===== config.mk =====
export PLATFORM = sky130hd
export DESIGN_NAME = cholesky_inv_seq
export DESIGN_NICKNAME = d
export VERILOG_FILES = /design/src/rtl/cholesky_inv_pkg.sv /design/src/rtl/stage_watchdog.sv /design/src/rtl/cholesky_inv_seq.sv
export SDC_FILE = /design/constraint.sdc
export NUM_CORES = 1
export LEC_CHECK = 0
export CAP_MARGIN = 20
export CELL_PAD_IN_SITES_DETAIL_PLACEMENT = 1
export CELL_PAD_IN_SITES_GLOBAL_PLACEMENT = 1
export CORE_MARGIN = 2
export CORE_UTILIZATION = 42
export DETAILED_ROUTE_END_ITERATION = 12
export PLACE_DENSITY = 0.83
export SETUP_SLACK_MARGIN = 0.02
export SYNTH_ARGS = -nofsm -noshare
export SYNTH_HDL_FRONTEND = slang
export SYNTH_SLANG_ARGS = --single-unit
export TNS_END_PERCENT = 10

===== constraint.sdc =====
create_clock -name clk -period 3.1 [get_ports clk]
set_input_delay 0.62 -clock clk [delete_from_list [all_inputs] [get_ports clk]]
set_output_delay 0.62 -clock clk [all_outputs]
set_load 0.03 [all_outputs]

===== src/rtl/cholesky_inv_pkg.sv =====
// rtl/cholesky_inv_pkg.sv - shared constants for the Cholesky inverse sequencer
package cholesky_inv_pkg;

  localparam logic [2:0] S_IDLE   = 3'd0;
  localparam logic [2:0] S_DECOMP = 3'd1;
  localparam logic [2:0] S_INV    = 3'd2;
  localparam logic [2:0] S_TRAN   = 3'd3;
  localparam logic [2:0] S_MULT   = 3'd4;
  localparam logic [2:0] S_DONE   = 3'd5;
  localparam logic [2:0] S_ERR    = 3'd6;

  localparam logic [1:0] STG_CHOL = 2'd0;
  localparam logic [1:0] STG_INV  = 2'd1;
  localparam logic [1:0] STG_TRAN = 2'd2;
  localparam logic [1:0] STG_MULT = 2'd3;

  localparam int TRAN_LAT = 2;
  localparam int N        = 8;

  function automatic logic [1:0] stage_of(input logic [2:0] s);
    case (s)
      S_INV:   stage_of = STG_INV;
      S_TRAN:  stage_of = STG_TRAN;
      S_MULT:  stage_of = STG_MULT;
      default: stage_of = STG_CHOL;
    endcase
  endfunction

endpackage


===== src/rtl/stage_watchdog.sv =====
// rtl/stage_watchdog.sv - cycles-since-start counter with timeout flag
module stage_watchdog #(
  parameter int TIMEOUT = 1000,
  parameter int TO_W    = 16
) (
  input  logic            clk,
  input  logic            rst,
  input  logic            clr,
  input  logic            active,
  output logic [TO_W-1:0] delay,
  output logic            timeout
);

  logic [TO_W-1:0] cnt;

  // The start-pulse cycle reads as delay 0; the register already holds 1 for the next cycle.
  always_ff @(posedge clk or posedge rst) begin
    if (rst) begin
      cnt <= '0;
    end else if (clr) begin
      cnt <= TO_W'(1);
    end else if (active && (cnt != '1)) begin
      cnt <= cnt + TO_W'(1);
    end
  end

  assign delay   = clr ? '0 : cnt;
  assign timeout = active && !clr && (cnt == TO_W'(TIMEOUT));

endmodule


===== src/rtl/cholesky_inv_seq.sv =====
// rtl/cholesky_inv_seq.sv - four-stage job sequencer for the 8x8 Hermitian inverse pipeline
module cholesky_inv_seq
  import cholesky_inv_pkg::*;
#(
  parameter int TIMEOUT = 1000,
  parameter int TO_W    = 16,
  parameter int CYC_W   = 16
) (
  input  logic             clk,
  input  logic             rst,
  input  logic             start,
  input  logic             abort,
  output logic             busy,
  output logic             done,
  output logic             err,
  output logic [1:0]       err_stage,
  output logic             chol_start,
  input  logic             chol_done,
  output logic             inv_start,
  input  logic             inv_done,
  output logic             tran_start,
  input  logic             tran_done,
  output logic             mult_start,
  input  logic             mult_done,
  output logic [7:0]       job_cnt,
  output logic [CYC_W-1:0] last_cycles
);

  logic [2:0]       state, next_state;
  logic [TO_W-1:0]  delay;
  logic             timeout;
  logic             any_pulse;
  logic             sampled;
  logic             err_set;
  logic             job_start;
  logic [CYC_W-1:0] job_cyc;

  assign any_pulse = chol_start | inv_start | tran_start | mult_start;
  assign busy      = (state == S_DECOMP) || (state == S_INV) || (state == S_TRAN) || (state == S_MULT);
  assign done      = (state == S_DONE);
  assign err       = (state == S_ERR);
  assign sampled   = (delay != '0);
  assign job_start = (next_state == S_DECOMP) && (state != S_DECOMP);

  stage_watchdog #(.TIMEOUT(TIMEOUT), .TO_W(TO_W)) u_wdog (
    .clk     (clk),
    .rst     (rst),
    .clr     (any_pulse),
    .active  (busy),
    .delay   (delay),
    .timeout (timeout)
  );

  always_comb begin
    next_state = state;
    err_set    = 1'b0;
    if (abort) begin
      next_state = S_IDLE;
    end else begin
      case (state)
        S_IDLE: if (start) next_state = S_DECOMP;
        S_DONE: next_state = start ? S_DECOMP : S_IDLE;
        S_DECOMP: begin
          if (sampled && chol_done) next_state = S_INV;
          else if (timeout) err_set = 1'b1;
        end
        S_INV: begin
          if (sampled && inv_done) next_state = S_MULT - 3'd1;
          else if (timeout) err_set = 1'b1;
        end
        // Transpose has a fixed latency: early or missing done is a fault.
        S_TRAN: begin
          if ((delay == TO_W'(1)) && tran_done) err_set = 1'b1;
          else if (delay == TO_W'(TRAN_LAT)) begin
            if (tran_done) next_state = S_MULT;
            else err_set = 1'b1;
          end else if (timeout) err_set = 1'b1;
        end
        S_MULT: begin
          if (sampled && mult_done) next_state = S_DONE;
          else if (timeout) err_set = 1'b1;
        end
        S_ERR:   next_state = S_ERR;
        default: next_state = S_IDLE;
      endcase
      if (err_set) next_state = S_ERR;
    end
  end

  always_ff @(posedge clk or posedge rst) begin
    if (rst) begin
      state      <= S_IDLE;
      chol_start <= 1'b0;
      inv_start  <= 1'b0;
      tran_start <= 1'b0;
      mult_start <= 1'b0;
      err_stage  <= STG_CHOL;
    end else begin
      state      <= next_state;
      chol_start <= job_start;
      inv_start  <= (next_state == S_INV)  && (state != S_INV);
      tran_start <= (next_state == S_TRAN) && (state != S_TRAN);
      mult_start <= (next_state == S_MULT) && (state != S_MULT);
      if (job_start) err_stage <= STG_CHOL;
      else if (err_set) err_stage <= stage_of(state);
    end
  end

  // job_cyc reads 1 in the chol_start cycle, so in DONE it holds the inclusive job length.
  always_ff @(posedge clk or posedge rst) begin
    if (rst) begin
      job_cyc     <= '0;
      job_cnt     <= '0;
      last_cycles <= '0;
    end else begin
      if (job_start) job_cyc <= CYC_W'(1);
      else if (busy && (job_cyc != '1)) job_cyc <= job_cyc + CYC_W'(1);
      if (state == S_DONE) begin
        job_cnt     <= job_cnt + 8'd1;
        last_cycles <= job_cyc;
      end
    end
  end

endmodule

# After elaboration in Yosys (flattened, before gate mapping)
# Cells that the tools add are included.
# W data, S select, Z words.
[word_totals]
reg_bits = 65
in_bits = 8
word_cells = 85
[classes]
n_eq_ne = 19
n_mux = 29
n_bitwise = 3
addsub = 3
reduce_logical = 21
[ops]
columns = ["operator", "count"]
rows = [
  ["$mux W16", 5],
  ["$add A16 B1 Y16 const B", 2],
  ["$ne A16 B16 Y1 const B", 2],
  ["$mux W3", 9],
  ["$pmux W3 S7", 1],
  ["$eq A16 B1 Y1 const B", 1],
  ["$eq A16 B10 Y1 const B", 1],
  ["$eq A16 B2 Y1 const B", 1],
  ["$reduce_bool A16 Y1", 1],
  ["$eq A3 B2 Y1 const B", 4],
  ["$eq A3 B3 Y1 const B", 4],
  ["$logic_and A1 B1 Y1", 12],
  ["$mux W1", 10],
  ["$add A8 B1 Y8 const B", 1],
  ["$eq A3 B1 Y1 const B", 2],
  ["$ne A3 B2 Y1 const B", 2],
  ["$pmux W2 S3", 1],
  ["$reduce_bool A2 Y1", 3],
  ["$mux W2", 2],
  ["$pmux W1 S4", 1],
  ["$logic_not A3 Y1", 1],
  ["$logic_or A1 B1 Y1", 3],
  ["$ne A3 B1 Y1 const B", 1],
  ["$ne A3 B3 Y1 const B", 1],
  ["other kinds (2)", 4],
]

# Logic depth before layout (Yosys ltp)
[depth]
depth_word = 16
ltp_mapped = 8
ltp_nobuf = 7

# Hierarchy
# From an unflattened synthesis, not the netlist that was laid out.
[hier_totals]
cells_unflattened = 374
area_unflattened_um2 = 3459.6
[modules_own_cells]
columns = ["module", "n_inst", "cells_each", "seq_area_each_um2", "area_per_inst_um2"]
rows = [
  ["cholesky_inv_seq", 1, 255, 1226.2, 2381.0],
  ["stage_watchdog", 1, 119, 400.4, 1078.5],
]

# Worst setup path after synthesis
# No wires, ideal clock.
[synth_timing]
path_kind = "reg-to-reg"
startpoint = "register inv_start"
endpoint = "register job_cyc[5]"
stages_incl_launch_ff = 8
path_slack_ns = 0.620
period_less_slack_ns = 2.480
setup_time_ns = 0.119
arrival_time_ns = 2.361
required_time_ns = 2.981
cell_sequence = "dfrtp_1 or4_1 or4b_1 o22ai_1 o21ai_2 a221oi_4 buf_6 nor2_1"
[synth_via]
elab_chain_len = 16
[synth_rtl]
columns = ["item", "line", "text"]
rows = [
  ["start: declaration", "cholesky_inv_seq.sv:19", "output logic inv_start,"],
  ["start signal: assignment", "cholesky_inv_seq.sv:101", "inv_start <= (next_state == S_INV) && (state != S_INV);"],
  ["$or A1 B1 Y1 * (3 in a row)", "cholesky_inv_seq.sv:38", "assign any_pulse = chol_start | inv_start | tran_start | mult_start;"],
  ["branches (longest 8 deep; another with $mux W16)", "--", ""],
  ["$mux W3 *", "cholesky_inv_seq.sv:86", "if (err_set) next_state = S_ERR;"],
  ["$mux W3 *", "cholesky_inv_seq.sv:57", "if (abort) begin"],
  ["$eq A3 B1 Y1 *", "cholesky_inv_seq.sv:43", "assign job_start = (next_state == S_DECOMP) && (state != S_DECOMP);"],
  ["$logic_and A1 B1 Y1 *", "cholesky_inv_seq.sv:43", ""],
  ["net job_start", "cholesky_inv_seq.sv:35", "logic job_start;"],
  ["$mux W16 or $reduce_bool A2 Y1 (tied branches)", "--", ""],
  ["end signal: assignment", "cholesky_inv_seq.sv:117", "else if (busy && (job_cyc != '1)) job_cyc <= job_cyc + CYC_W'(1);"],
  ["end: declaration", "cholesky_inv_seq.sv:36", "logic [CYC_W-1:0] job_cyc;"],
]
# Mark *: on every way through the listed nets, which the timed path passes. The select of a mux whose other input is x is not followed.
# A chain may end at the register's enable or synchronous reset.

# Final worst setup path
[layout_timing]
startpoint = "register state[2]"
endpoint = "output port done"
[layout_via]
elab_chain_len = 1
[layout_rtl]
columns = ["item", "line", "text"]
rows = [
  ["start: declaration", "cholesky_inv_seq.sv:29", "logic [2:0] state, next_state;"],
  ["start signal: assignment", "cholesky_inv_seq.sv:99", "state <= next_state;"],
  ["$eq A3 B3 Y1", "cholesky_inv_seq.sv:40", "assign done = (state == S_DONE);"],
  ["end: declaration", "cholesky_inv_seq.sv:14", "output logic done,"],
]
# Every way passes these cells.

==> results.md <==
* Crit-path max cell delay at 0.68 ns
* Crit start category: flip-flop
* Net Count, Synth at 369
* Routed wire length at 8530 um
* Power per Cell Area at 603 mW/mm^2
* DP HPWL at 5850 um
* Post-synthesis register bit count at 65
* Largest net degree at the start of global routing at 43
* Top_reg_cell synth: dfrtp_1
* Top-level I/O count at 41
* Syn. warnings at 0
* Antenna viol nets, final at 0
* Top cells by count, synth: nand2_1, dfrtp_1, nor2_1
* Fmax at 343 MHz
* H-tree lvl count at 3
* Root buffer selected by CTS: clkbuf_8
* Initial core utilization at 43.0%
* Routed wire length per instance at 16.8 um
* Grt met2 use at 35.6%
* Synth-to-layout area growth at 22.8%
* Busiest grt layer: met2
* DRC violations left at 0
* Asr flop ratio synth at 100%
* Worst Path Arrival at 2.30 ns
* Sequential area share after synthesis at 49.5%
* RSZ-0062 raised after global routing: no
* Layout cells sized above 1 at 7.86%
* Number of global-route vias before repair at 2963
* Sink Count at 65
* Number of diodes at 0
* Initial antenna violation count at 0
* Simple-gate share of the synthesized area at 26.8%
* Cell family with most CP delay: buffers and inverters
* Chip width at 92.4 um
* Die H at 92.4 um
* Worst Path Max Fanout at 12
* Buffers on Ports at 40
* CP bufs+invs at 2
* Final #Nets at 415
* First-pass DRT Iterations at 4
* Cell with the most instances after synthesis: nand2_1
* Final setup vio count at 0
* Worst-Margin Slew at 0.627 ns
* Global placement routability congestion at 0.840
* Status: finished, final reports clean
* Syn avg cell area at 9.20 um^2
* Vias at 2806
* Fin crit share at 94.2%
* Initial DRC count at 86
* Clk pwr share at 29.6%
* Register share of total power at 42.0%
* Vias per cell at 5.51
* Internal power at 1.56 mW
* Final hold violations at 0
* Worst clock skew at 0.00919 ns
* Synth Area in Adders at 1.52%
* Setup_tns at 0 ns
* CTS tree: yes
* Gate power share at 28.5%
* Mux share of post-synthesis cell area at 0.305%
* Global-route wire length before repair at 14500 um
* Leakage power at 1.84 nW
* XOR/XNOR share of the synthesized area at 9.06%
* CP Class: flip-flop to output port
* Switch share at 35.7%
* Synth Cell Area at 0.00329 mm^2
* Sw Pwr at 0.869 mW
* Fin crit period at 2.92 ns
* Synth area leaders: dfrtp_1, nand2_1, xor2_1, nor2_1, xnor2_1
* Max_slew headroom at 58.0%
* Synth Area in Compound Gates at 9.82%
* Synth cell types at 48
* Critical Path RT at 2.48 ns
* Critical path's slowest cell: clkdlybuf4s50_1
* M3 GR Usage at 5.04%
* Min Hold Slack at 0.483 ns
* Fin util at 52.7%
* Cts bufs inserted at 9
* VDD IR max at 0.000223 V
* Core box area at 0.00765 mm^2
* Worst setup EP type: output port
* Mapped Cells at 357
* Overflow after GRT at 0
* Max-Cap Viols at 0
* Die area at 0.00855 mm^2
* Clk buf depth at 2
* Clk slew on worst S/H paths at 0.07 ns
* Met1 GRT Util at 27.7%
* Number of flops mapped to enable cells by yosys at 0
* Cell taking the most area after synthesis: dfrtp_1
* Clock Latency Late Sink at 0.34 ns
* GRT Total Usage at 21.6%
* Hold Path Class: flip-flop to flip-flop
* Slew Viols, Final at 0
* Post-synth top area share at 49.5%
* Largest family of logic cells by synthesized area: simple AND/OR/NAND/NOR gates
* Rows at 32
* Critical-path cell list: nand2_1, or2_2, clkinv_1, clkdlybuf4s50_1
## per-layer routing
metal / wire length, um / share of wire [%] / up-vias
li1: - / - / 1317
met1: 3800 / 45 / 1401
met2: 4210 / 49 / 71
met3: 372 / 4.4 / 17
met4: 144 / 1.7 / 0
met5: 0 / 0 / -
## cell usage in the layout, fill, tap and decap left out, types with 7 or more instances in the layout
cell | netlist | layout
nand2_1 | 69 | 69
dfrtp_1 | 65 | 64
nor2_1 | 44 | 44
clkdlybuf4s50_1 | 0 | 39
xor2_1 | 19 | 19
nand3_1 | 16 | 16
xnor2_1 | 15 | 15
a21oi_1 | 11 | 11
clkbuf_8 | 0 | 10
buf_4 | 0 | 9
nand4_1 | 8 | 8
nor4_1 | 7 | 7
inv_1 | 8 | 7
o21ai_0 | 7 | 7
## registers in the layout, indices dropped and copies added (netlist names)
signal and flops:
last_cycles 16, mult_start 1, err_stage 2, tran_start 1
job_cnt 8, u_wdog.cnt 16, state 3, inv_start 1
chol_start 1, job_cyc 16
## cells by family after synthesis
family | Yosys count
buf+inv | 24
fa+ha+maj | 4
flops | 65
mux | 1
compound gates | 45
simple gates | 184
xor+xnor | 34
## metrics by stage
stage               total power, mW  cell area (um^2)  std cells  setup slack [ns]
finish                         2.43              4030        509             0.180
CTS                            2.45              4030        509            0.0465
global route                   2.56              4030        509            0.0801
global placement               1.68              3840        494             0.400
detailed placement             1.72              3840        494             0.339
floorplan                      1.48              3290        357             0.620
## timing repair
item	4_1_cts	5_1_grt
buffers inserted	0	0
gates resized for setup	0	2
endpoints found under the setup margin	0	2
hold buffers	0	0
## layout make-up
type                            instances  area (um^2)
Sequential cell                        65         1630
Clock buffer                           10          138
Fill cell                             877         3610
Inverter                                9         33.8
Timing Repair Buffer                   50          490
Clock inverter                          5         56.3
Tap cell                              102          128
Multi-Input combinational cell        268         1560
## worst reg2reg max path: cells and delay by family (launching register included)
| kind | cells | cell delay (ns) |
|---|---|---|
| AND/OR/NAND/NOR | 2 | 1.07 |
| AO/OA/AOI/OAI | 4 | 0.68 |
| buffers and inverters | 1 | 0.26 |
| flip-flops | 1 | 0.42 |
## path summary, 6_finish.rpt
check	startpoint	end	slack [ns]	cells after the start
worst min register to register	last_cycles[10]$_DFFE_PP0P_	last_cycles[10]$_DFFE_PP0P_	0.48	2
worst max register to register	chol_start$_DFF_PP0_	job_cyc[14]$_DFFE_PP0P_	0.56	7
worst max-delay path	state[2]$_DFF_PP0_	done	0.18	4
min in group asynchronous	rst	last_cycles[0]$_DFFE_PP0P_	0.65	2
max in group asynchronous	rst	state[0]$_DFF_PP0_	1.81	3
worst min-delay path	last_cycles[10]$_DFFE_PP0P_	last_cycles[10]$_DFFE_PP0P_	0.48	2
## power by group through the flow
stage	Sequential (mW)	Clock [mW]	Combinational, mW
3_3_place_gp	1.02	0	0.661
5_1_grt	1.03	0.764	0.766
3_5_place_dp	1.03	0	0.692
4_1_cts	1.02	0.737	0.701
6_report	1.02	0.719	0.692
2_1_floorplan	1.02	0	0.459
(Power assumes the default switching activity.)
